`config.mk`:
```
export PLATFORM = sky130hd
export DESIGN_NAME = writeback_stage
export DESIGN_NICKNAME = d
export VERILOG_FILES = /design/src/rtl/core_pkg.sv /design/src/rtl/load_extend.sv /design/src/rtl/writeback_stage.sv
export SDC_FILE = /design/constraint.sdc
export NUM_CORES = 1
export LEC_CHECK = 0
export ABC_AREA = 1
export CORE_MARGIN = 4
export CORE_UTILIZATION = 35
export CTS_CLUSTER_DIAMETER = 60
export DETAILED_ROUTE_END_ITERATION = 10
export SYNTH_ARGS = -nofsm -noshare
export SYNTH_HDL_FRONTEND = slang
export SYNTH_SLANG_ARGS = --single-unit
```
`constraint.sdc`:
```
create_clock -name clk -period 1.85 [get_ports clk]
set_input_delay 0.185 -clock clk [delete_from_list [all_inputs] [get_ports clk]]
set_output_delay 0.185 -clock clk [all_outputs]
set_load 0.05 [all_outputs]
```
`src/rtl/core_pkg.sv`:
```
// Shared encodings for the RV32I core: result-source select and load funct3 codes.
// Used by the control decoder, the data-memory block and the writeback stage.
package core_pkg;

  typedef enum logic [1:0] {
    RESULT_ALU  = 2'b00,
    RESULT_MEM  = 2'b01,
    RESULT_PC4  = 2'b10,
    RESULT_ZERO = 2'b11
  } result_src_e;

  localparam logic [2:0] F3_LB  = 3'b000;
  localparam logic [2:0] F3_LH  = 3'b001;
  localparam logic [2:0] F3_LW  = 3'b010;
  localparam logic [2:0] F3_LBU = 3'b100;
  localparam logic [2:0] F3_LHU = 3'b101;

endpackage

```
`src/rtl/load_extend.sv`:
```
// Combinational load extraction: selects the byte/half addressed by offset from an
// aligned memory word and sign- or zero-extends it. Misaligned halves use offset[1] only.
module load_extend
  import core_pkg::*;
#(
  parameter int XLEN = 32
) (
  input  logic [2:0]      funct3,
  input  logic [1:0]      offset,
  input  logic [XLEN-1:0] word,
  output logic [XLEN-1:0] ext
);

  logic [7:0]  byte_s;
  logic [15:0] half_s;

  // Byte and halfword lane selection
  always_comb begin
    byte_s = 8'h00;
    case (offset)
      2'b00:   byte_s = word[7:0];
      2'b01:   byte_s = word[15:8];
      2'b10:   byte_s = word[23:16];
      2'b11:   byte_s = word[31:24];
      default: byte_s = 8'h00;
    endcase
    half_s = offset[1] ? word[31:16] : word[15:0];
  end

  // Extension by load type; unknown funct3 passes the whole word
  always_comb begin
    ext = word;
    case (funct3)
      F3_LB:   ext = {{(XLEN-8){byte_s[7]}}, byte_s};
      F3_LBU:  ext = {{(XLEN-8){1'b0}}, byte_s};
      F3_LH:   ext = {{(XLEN-16){half_s[15]}}, half_s};
      F3_LHU:  ext = {{(XLEN-16){1'b0}}, half_s};
      F3_LW:   ext = word;
      default: ext = word;
    endcase
  end

endmodule

```
`src/rtl/writeback_stage.sv`:
```
// MEM/WB pipeline register with result select and load extraction; drives the
// register-file write port and keeps the retired-instruction counter.
module writeback_stage
  import core_pkg::*;
#(
  parameter int XLEN  = 32,
  parameter int CNT_W = 64
) (
  input  logic             clk,
  input  logic             rst,
  input  logic             stall_w,
  input  logic             flush_w,
  input  logic             valid_m,
  input  logic             reg_write_m,
  input  logic [4:0]       rd_m,
  input  logic [1:0]       result_src_m,
  input  logic [2:0]       funct3_m,
  input  logic [XLEN-1:0]  alu_result_m,
  input  logic [XLEN-1:0]  read_data_m,
  input  logic [XLEN-1:0]  pc_plus4_m,
  output logic [4:0]       rd_w,
  output logic [XLEN-1:0]  result_w,
  output logic             reg_write_w,
  output logic             valid_w,
  output logic [CNT_W-1:0] instret
);

  logic             valid_q,     valid_d;
  logic             reg_write_q, reg_write_d;
  logic [4:0]       rd_q,        rd_d;
  logic [1:0]       src_q,       src_d;
  logic [2:0]       funct3_q,    funct3_d;
  logic [XLEN-1:0]  alu_q,       alu_d;
  logic [XLEN-1:0]  data_q,      data_d;
  logic [XLEN-1:0]  pc4_q,       pc4_d;
  logic [CNT_W-1:0] instret_q,   instret_d;

  logic             retire_s;
  logic [XLEN-1:0]  load_ext_s;
  logic [XLEN-1:0]  result_s;

  // Next state of the WB register: flush beats stall, stall holds, else capture
  always_comb begin
    valid_d     = valid_q;
    reg_write_d = reg_write_q;
    rd_d        = rd_q;
    src_d       = src_q;
    funct3_d    = funct3_q;
    alu_d       = alu_q;
    data_d      = data_q;
    pc4_d       = pc4_q;
    if (flush_w) begin
      valid_d     = 1'b0;
      reg_write_d = 1'b0;
    end else if (stall_w) begin
      valid_d     = valid_q;
      reg_write_d = reg_write_q;
    end else begin
      valid_d     = valid_m;
      reg_write_d = reg_write_m & valid_m;
      rd_d        = rd_m;
      src_d       = result_src_m;
      funct3_d    = funct3_m;
      alu_d       = alu_result_m;
      data_d      = read_data_m;
      pc4_d       = pc_plus4_m;
    end
  end

  // A valid instruction leaves WB when not stalled, or when flushed out of a stall
  assign retire_s  = valid_q & (~stall_w | flush_w);

  // Retired-instruction counter, wraps silently
  always_comb begin
    if (retire_s) begin
      instret_d = instret_q + {{(CNT_W-1){1'b0}}, 1'b1};
    end else begin
      instret_d = instret_q;
    end
  end

  // WB pipeline register and counter with synchronous reset
  always_ff @(posedge clk) begin
    if (rst) begin
      valid_q     <= 1'b0;
      reg_write_q <= 1'b0;
      rd_q        <= 5'd0;
      src_q       <= 2'b00;
      funct3_q    <= 3'b000;
      alu_q       <= {XLEN{1'b0}};
      data_q      <= {XLEN{1'b0}};
      pc4_q       <= {XLEN{1'b0}};
      instret_q   <= {CNT_W{1'b0}};
    end else begin
      valid_q     <= valid_d;
      reg_write_q <= reg_write_d;
      rd_q        <= rd_d;
      src_q       <= src_d;
      funct3_q    <= funct3_d;
      alu_q       <= alu_d;
      data_q      <= data_d;
      pc4_q       <= pc4_d;
      instret_q   <= instret_d;
    end
  end

  load_extend #(
    .XLEN(XLEN)
  ) u_load_extend (
    .funct3(funct3_q),
    .offset(alu_q[1:0]),
    .word  (data_q),
    .ext   (load_ext_s)
  );

  // Result select from registered WB fields only
  always_comb begin
    result_s = {XLEN{1'b0}};
    case (src_q)
      RESULT_ALU:  result_s = alu_q;
      RESULT_MEM:  result_s = load_ext_s;
      RESULT_PC4:  result_s = pc4_q;
      RESULT_ZERO: result_s = {XLEN{1'b0}};
      default:     result_s = {XLEN{1'b0}};
    endcase
  end

  assign rd_w        = rd_q;
  assign result_w    = result_s;
  assign reg_write_w = reg_write_q & valid_q & (rd_q != 5'd0);
  assign valid_w     = valid_q;
  assign instret     = instret_q;

endmodule

```
==> run_results.csv, run 1 <==
group,metric,value,unit
worst_setup_path,worst_setup_path_category,"reg2out",
grt,overflow,0,
synth,postSynthAreaPerCell,6.52,um^2
power,switching_share,0.298,
cells_and_area,post_layout_nonfiller_instances,1918,
cells_and_area,final_net_count,1694,
power,combinationalPowerShare,0.209,
timing,postLayoutSetupSlackWorst,-0.301,ns
worst_setup_path,startpoint,"alu_q[1]",
floorplan,initial_utilization,0.358,
clock_tree,cts_num_sinks,172,
hold_path,hold_path_depth,3,
synth,yosys_warnings,0,
drt,top_metal_layer_carrying_routed_signals,"met4",
worst_setup_path,critPathCapture,"result_w[14]",
worst_setup_path,crit_path_cell_trace,"buf_8 > nand2_1 > o21ai_0 > inv_1 > o21ai_1 > a21o_1 > nand3_2 > buf_12",
synth,synth_area_leader_cell,"sky130_fd_sc_hd__dfxtp_1",
cells_and_area,drive_above_1_share,0.186,
synth,ys_ff_latch,172,
worst_setup_path,r2r_end,"instret[47]",
drt,drt-total-wl,31400,um
floorplan,dieArea,0.0276,mm^2
worst_setup_path,setup.reg_to_reg.worst_slack,0.14,ns
power,switching_power,2.90,mW
synth,synth.most_common_cell,"sky130_fd_sc_hd__nor2_1",
cells_and_area,sequential_cell_area,0.00346,mm^2
synth,ys_async_sr_fraction,0,
power,cell_internal_pwr,6.83,mW
timing,finClkSkew,0.00953,ns
synth,synthCells,1342,
placement,place_ws,-0.0213,ns
floorplan,fp-row-count,57,
placement,dpl-instance-area,0.0118,mm^2
placement,place_hpwl,22800,um
timing,finalCriticalPeriod,2.15,ns
cells_and_area,area_delta_synth_final,49.8,%
power,ir_worst_vdd,0.000393,V
worst_setup_path,critical_path.max_fanout,16,
cells_and_area,diodes,0,
floorplan,placeableCoreArea,0.0245,mm^2
worst_setup_path,worstSetupPathDepth,8,
cells_and_area,final_area,0.0131,mm^2
timing,grt_setup_unrepaired,"yes",
run_status,violations,"setup timing",
clock_tree,cts_hold_repair.buffers,0,
synth,synth.distinct_cells,36,
worst_setup_path,slowest_cell_on_crit_path,"sky130_fd_sc_hd__dfxtp_4",
worst_setup_path,worst_reg2reg_path_startpoint,"instret[37]",
clock_tree,cts_made_buffers,17,
timing,max_clock_freq,465,MHz
synth,synth.top_cells.by_area,"sky130_fd_sc_hd__dfxtp_1 (39%), sky130_fd_sc_hd__nor2_1 (14%), sky130_fd_sc_hd__nand2_1 (12%)",
drt,total_length_of_routed_met2_wires,14800,um
synth,seq_area_frac_synth,0.393,
worst_setup_path,worst_ep_required_time,1.66,ns
clock_tree,cts_max_level,4,
clock_tree,tritoncts,"built",
drt,routed-wl-met3,2350,um
drt,drt-vias-per-instance,4.96,
drt,route.detailed.drc,0,
run_status,outcome,"finished, violations left",
timing,post-route-period-util,1.16,
grt,grt_start_max_net_pins,88,
floorplan,dieWidth,166,um
grt,global_route_wire_length_before_repair,49100,um
placement,numPlacedInstances,1868,
cells_and_area,multi_input_gate_area,0.00523,mm^2
synth,yosys-top-cells-count,"sky130_fd_sc_hd__nor2_1 (318), sky130_fd_sc_hd__nand2_1 (274), sky130_fd_sc_hd__dfxtp_1 (172)",
drt,num_vias,9513,
grt,grt_antenna_before_repair,0,
placement,io_buffer_count,214,
worst_setup_path,critPathLaunchType,"flop",
power,seq_power_share,0.406,
hold_path,worstHoldPathType,"in2reg",
timing,timing_hold_violations_final,0,
drt,drt_first_pass_iters,5,
floorplan,fp.dieH,166,um
worst_setup_path,crit_path_end_kind,"output pin",
timing,count_of_final_max_slew_check_failures,0,
synth,synth_ff_type,"sky130_fd_sc_hd__dfxtp_1",
floorplan,io-pin-count,215,
clock_tree,cts_root_buffer,"sky130_fd_sc_hd__clkbuf_16",
clock_tree,cts.clk_slew.worst_paths,0.07,ns
grt,first_global_vias,9249,
synth,synth_enable_flop_cells,0,
worst_setup_path,cpLargestDelayFamily,"compound AO/OA/AOI/OAI gates",
clock_tree,max-clock-path-buffers,2,
power,share_clk_of_total_power,0.385,
timing,tightestPinTransition,0.520,ns
drt,wire_per_inst,16.4,um
drt,wirelength_met1,13400,um
worst_setup_path,slowest_delay,0.41,ns
flow_run,max_cap_violations,0,
power,power.density,742,mW/mm^2
worst_setup_path,critPathBufInv,3,
cells_and_area,final_core_utilization,0.536,
clock_tree,clk_lat_worst_skew,0.44,ns
grt,grt_usage,0.218,
synth,syn_nets,1455,
power,power.static_leakage,5.61,nW
cells_and_area,n_fill_cell,2380,
timing,slew-limit-headroom,0.655,
drt,drt_iter0_markers,576,
worst_setup_path,worst_ep_arrival_time,1.97,ns
placement,gp_congestion,0.932,
timing,finalSetupViolations,32,
synth,synth_area,0.00875,mm^2
worst_setup_path,r2r_cells,9,
synth,yosys.area.top_type_share,0.393,
drt,route.antenna.remaining_nets,0,
-- per-stage QoR --
| stage | total power [mW] | hold slack (ns) | TNS (ns) |
|---|---|---|---|
| 6_report | 9.73 | 0.325 | -6.79 |
| 5_1_grt | 10.1 | 0.320 | -10.46 |
| 4_1_cts | 9.64 | 0.313 | -7.51 |
| 3_5_place_dp | 5.73 | 0.458 | -0.112 |
| 3_3_place_gp | 5.73 | 0.451 | 0 |
| 2_1_floorplan | 4.85 | 0.320 | 0 |
-- power groups by stage --
stage | registers, mW | logic, mW | clock network [mW]
after floorplan | 4.03 | 0.822 | 0
after global placement | 4.02 | 1.70 | 0
after detailed placement | 4.02 | 1.71 | 0
after CTS | 3.95 | 1.89 | 3.80
after global routing | 3.97 | 2.17 | 3.94
final | 3.95 | 2.03 | 3.74
-- worst min-delay path, delay by kind of cell --
family | cells | cell delay (ns)
buf+inv | 1 | 0.40
simple gates | 2 | 0.15
-- state kept, by name, indices dropped and copies added, names as in the netlist, 2 cells and up --
name / cells
pc4_q: 32
rd_w: 5
src_q: 2
data_q: 32
funct3_q: 3
alu_q: 32
instret: 64
-- cells by family after synthesis --
| family | share of synthesized area |
|---|---|
| compound gates | 0.136 |
| simple gates | 0.381 |
| fa+ha+maj | 0.00143 |
| buf+inv | 0.0758 |
| flops | 0.393 |
| xor+xnor | 0.0130 |
-- layout by cell type (no fill, tap or decap), types with 3 or more instances in the layout --
cell | synthesis | final
sky130_fd_sc_hd__nor2_1 | 318 | 307
sky130_fd_sc_hd__nand2_1 | 274 | 248
sky130_fd_sc_hd__dfxtp_1 | 172 | 163
sky130_fd_sc_hd__o21ai_0 | 139 | 125
sky130_fd_sc_hd__clkdlybuf4s50_1 | 0 | 116
sky130_fd_sc_hd__inv_1 | 111 | 101
sky130_fd_sc_hd__buf_4 | 0 | 62
sky130_fd_sc_hd__a21oi_1 | 60 | 58
sky130_fd_sc_hd__dlygate4sd2_1 | 0 | 45
sky130_fd_sc_hd__buf_12 | 0 | 41
sky130_fd_sc_hd__nand3_1 | 68 | 40
sky130_fd_sc_hd__nand4_1 | 31 | 31
sky130_fd_sc_hd__nand3_4 | 3 | 21
sky130_fd_sc_hd__o21ai_1 | 14 | 20
sky130_fd_sc_hd__nor2_2 | 13 | 19
sky130_fd_sc_hd__nor2_4 | 14 | 19
sky130_fd_sc_hd__nand2_4 | 4 | 19
sky130_fd_sc_hd__clkbuf_16 | 0 | 18
sky130_fd_sc_hd__nand3_2 | 6 | 17
sky130_fd_sc_hd__nand2_2 | 7 | 14
sky130_fd_sc_hd__inv_2 | 4 | 10
sky130_fd_sc_hd__nor3_1 | 10 | 10
sky130_fd_sc_hd__xor2_1 | 9 | 9
sky130_fd_sc_hd__o211ai_1 | 8 | 8
sky130_fd_sc_hd__o21ai_2 | 0 | 7
sky130_fd_sc_hd__dfxtp_2 | 0 | 7
sky130_fd_sc_hd__buf_6 | 2 | 7
sky130_fd_sc_hd__inv_6 | 0 | 5
sky130_fd_sc_hd__nand2_8 | 0 | 4
sky130_fd_sc_hd__xnor2_1 | 4 | 4
sky130_fd_sc_hd__clkinvlp_4 | 0 | 4
sky130_fd_sc_hd__nor3_2 | 3 | 3
sky130_fd_sc_hd__o21a_1 | 3 | 3
-- timing repair --
action / CTS / global route
endpoints found under the setup margin: 77 / 37
pin swaps: 25 / 16
setup buffers: 9 / 7
resized for setup: 151 / 57
cloned: 2 / 0
-- area by class of cell --
cell class                      instances  area share
Clock inverter                         14      0.0121
Multi-Input combinational cell       1000       0.399
Sequential cell                       172       0.264
Clock buffer                           18      0.0335
Tap cell                              324      0.0309
Inverter                              115      0.0338
Timing Repair Buffer                  275       0.227
-- metal layers --
layer	track usage	up-vias
li1	-	4791
met1	0.274	4372
met2	0.361	300
met3	0.0640	50
met4	0.0664	0
met5	0	-
-- how the worst min path moves through the flow --
stage / start / endpoint / slack [ns]
6_report: alu_result_m[4] / alu_q[4] / 0.33
5_1_grt: pc_plus4_m[26] / pc4_q[26] / 0.32
4_1_cts: pc_plus4_m[26] / pc4_q[26] / 0.31
3_5_place_dp: reg_write_q / reg_write_q / 0.46
3_3_place_gp: reg_write_q / reg_write_q / 0.45
2_1_floorplan: read_data_m[26] / data_q[26] / 0.32
Power figures use the tool's default switching activity.
==> run 2: changes to the inputs <==
--- a/config.mk
+++ b/config.mk
@@ -10,6 +10,7 @@
 export CORE_UTILIZATION = 35
 export CTS_CLUSTER_DIAMETER = 60
 export DETAILED_ROUTE_END_ITERATION = 10
+export DONT_BUFFER_PORTS = 1
 export SYNTH_ARGS = -nofsm -noshare
 export SYNTH_HDL_FRONTEND = slang
 export SYNTH_SLANG_ARGS = --single-unit
==> run_results.csv, run 2 (same netlist as run 1, synthesis figures left out) <==
group,metric,value,unit
hold_path,worstHoldPathType,"in2reg",
grt,grt_util_met2,0.379,
floorplan,dieArea,0.0276,mm^2
grt,gr-max-usage-layer,"met2",
drt,num_vias,9630,
placement,gp_congestion,0.911,
floorplan,dieWidth,166,um
clock_tree,cts_root_buffer,"sky130_fd_sc_hd__clkbuf_16",
grt,grtUsageMet3,0.0550,
worst_setup_path,startpoint,"alu_q[1]",
grt,grt_usage,0.225,
floorplan,io-pin-count,215,
timing,slew-limit-headroom,0.463,
cells_and_area,largest_register_ffs,64,
power,power.static_leakage,5.23,nW
worst_setup_path,slowest_cell_on_crit_path,"sky130_fd_sc_hd__dfxtp_4",
clock_tree,cts.clk_slew.worst_paths,0.08,ns
cells_and_area,layout.cells.most_common,"sky130_fd_sc_hd__nor2_1",
timing,grt_setup_unrepaired,"yes",
grt,grt.met1_usage,0.279,
floorplan,placeableCoreArea,0.0245,mm^2
floorplan,initial_utilization,0.358,
power,design_power_total,9.36,mW
drt,drt_iter0_markers,689,
worst_setup_path,worst_ep_arrival_time,1.89,ns
cells_and_area,diodes,0,
grt,first_global_vias,9605,
grt,global_route_wire_length_before_repair,50800,um
placement,io_buffer_count,0,
worst_setup_path,slowest_delay,0.40,ns
cells_and_area,n_fill_cell,2378,
drt,route.antenna.remaining_nets,0,
worst_setup_path,crit_path_cell_trace,"nand2_2 > o21ai_2 > nand2_1 > o21ai_1 > inv_1 > nand2_4 > nand3_4 > nand2_2 > nand3_4 > buf_12",
placement,numPlacedInstances,1740,
cells_and_area,final_net_count,1673,
worst_setup_path,worst_ep_required_time,1.66,ns
clock_tree,cts_max_level,4,
flow_run,max_cap_violations,0,
clock_tree,cts_num_sinks,172,
worst_setup_path,worst_reg2reg_path_startpoint,"instret[1]",
cells_and_area,drive_above_1_share,0.209,
power,ir_worst_vdd,0.000689,V
timing,count_of_final_max_slew_check_failures,0,
timing,post-route-period-util,1.12,
drt,drt-total-wl,31900,um
cells_and_area,layout.cells.most_common_list,"sky130_fd_sc_hd__nor2_1 (307), sky130_fd_sc_hd__nand2_1 (250), sky130_fd_sc_hd__dfxtp_1 (164)",
timing,max_clock_freq,481,MHz
power,power.density,749,mW/mm^2
clock_tree,max-clock-path-buffers,2,
timing,timing_hold_violations_final,0,
timing,finClkSkew,0.0186,ns
worst_setup_path,crit_path_end_kind,"output pin",
timing,postLayoutSetupSlackWorst,-0.227,ns
floorplan,fp.dieH,166,um
drt,wire_per_inst,16.8,um
worst_setup_path,critPathLaunchType,"flop",
cells_and_area,post_layout_nonfiller_instances,1897,
grt,overflow,0,
cells_and_area,area_delta_synth_final,42.9,%
drt,drt_first_pass_iters,5,
clock_tree,tritoncts,"built",
run_status,violations,"setup timing",
worst_setup_path,critPathBufInv,2,
hold_path,holdCritStartpoint,"read_data_m[15]",
clock_tree,cts_made_buffers,17,
timing,finalCriticalPeriod,2.08,ns
timing,tightestPinTransition,0.805,ns
placement,place_hpwl,22100,um
placement,place_ws,0.112,ns
run_status,outcome,"finished, violations left",
worst_setup_path,critical_path.max_fanout,8,
worst_setup_path,cpLargestDelayFamily,"simple AND/OR/NAND/NOR gates",
clock_tree,clk_lat_worst_skew,0.44,ns
timing,finalSetupViolations,32,
grt,grt_start_max_net_pins,122,
drt,route.detailed.drc,0,
drt,drt-vias-per-instance,5.08,
floorplan,fp-row-count,57,
grt,grt_antenna_before_repair,0,
worst_setup_path,worst_setup_path_category,"reg2out",
## run 2: cell types whose count changed in the layout (fill, tap and decap cells not counted), sizes merged, moves of 5 or more
cell and delta:
buf +33, clkdlybuf4s50 -116, clkinv +5, dlygate4sd2 -45, dlygate4sd3 +108
## run 2: power by group
group | internal [mW] | switching [mW]
clock | 1.82 | 1.82
combinational | 0.722 | 1.04
sequential | 3.86 | 0.0959
total | 6.40 | 2.96
## run 2: path summary, 6_finish.rpt
check	to	slack, ns	cells after the start
setup / recovery	result_w[19]	-0.23	10
hold / removal	data_q[15]	0.009	2
setup reg to reg	instret[22]	0.13	8
hold reg to reg	data_q[15]	0.48	2
## run 2: layer usage
layer | up-vias | part of all wire
met5 | - | 0
met4 | 0 | 0.032
met3 | 68 | 0.068
met2 | 341 | 0.49
met1 | 4470 | 0.41
li1 | 4751 | -
## run 2: worst register-to-register path, delay by kind of cell, from the launching register on
family / cells / cell delay [ns]
AND/OR/NAND/NOR: 6 / 0.87
flip-flops: 1 / 0.37
AO/OA/AOI/OAI: 1 / 0.17
adder cells (fa/ha/maj): 1 / 0.20
## run 2: stage by stage
step / hold WS (ns) / instance area (um^2) / setup TNS (ns) / util
2_1_floorplan: 0.320 / 8760 / 0 / -
3_3_place_gp: 0.262 / 10200 / 0 / 0.419
3_5_place_dp: 0.264 / 10200 / 0 / 0.419
4_1_cts: 0.00323 / 12400 / -5.46 / 0.507
5_1_grt: 0.0201 / 12500 / -8.78 / 0.511
6_report: 0.00888 / 12500 / -5.38 / 0.511
## run 2: area by class of cell
class                   instances  area, um^2  share of cell area
clock inverters                15         168              0.0134
repair buffers                253        2570               0.206
flip-flops and latches        172        3460               0.277
inverters                     115         442              0.0353
clock buffers                  17         425              0.0340
multi-input cells            1000        5020               0.402
repair inverters                1        7.51            0.000601
well taps                     324         405              0.0324
## run 2: repair_timing
action                     in CTS  in global routing
hold buffers                  109                  0
setup buffers                  12                  0
resized for setup             109                 25
cloned                          4                  0
hold endpoints to repair      135                  0
setup endpoints to repair      32                 38
pin swaps                      17                  9
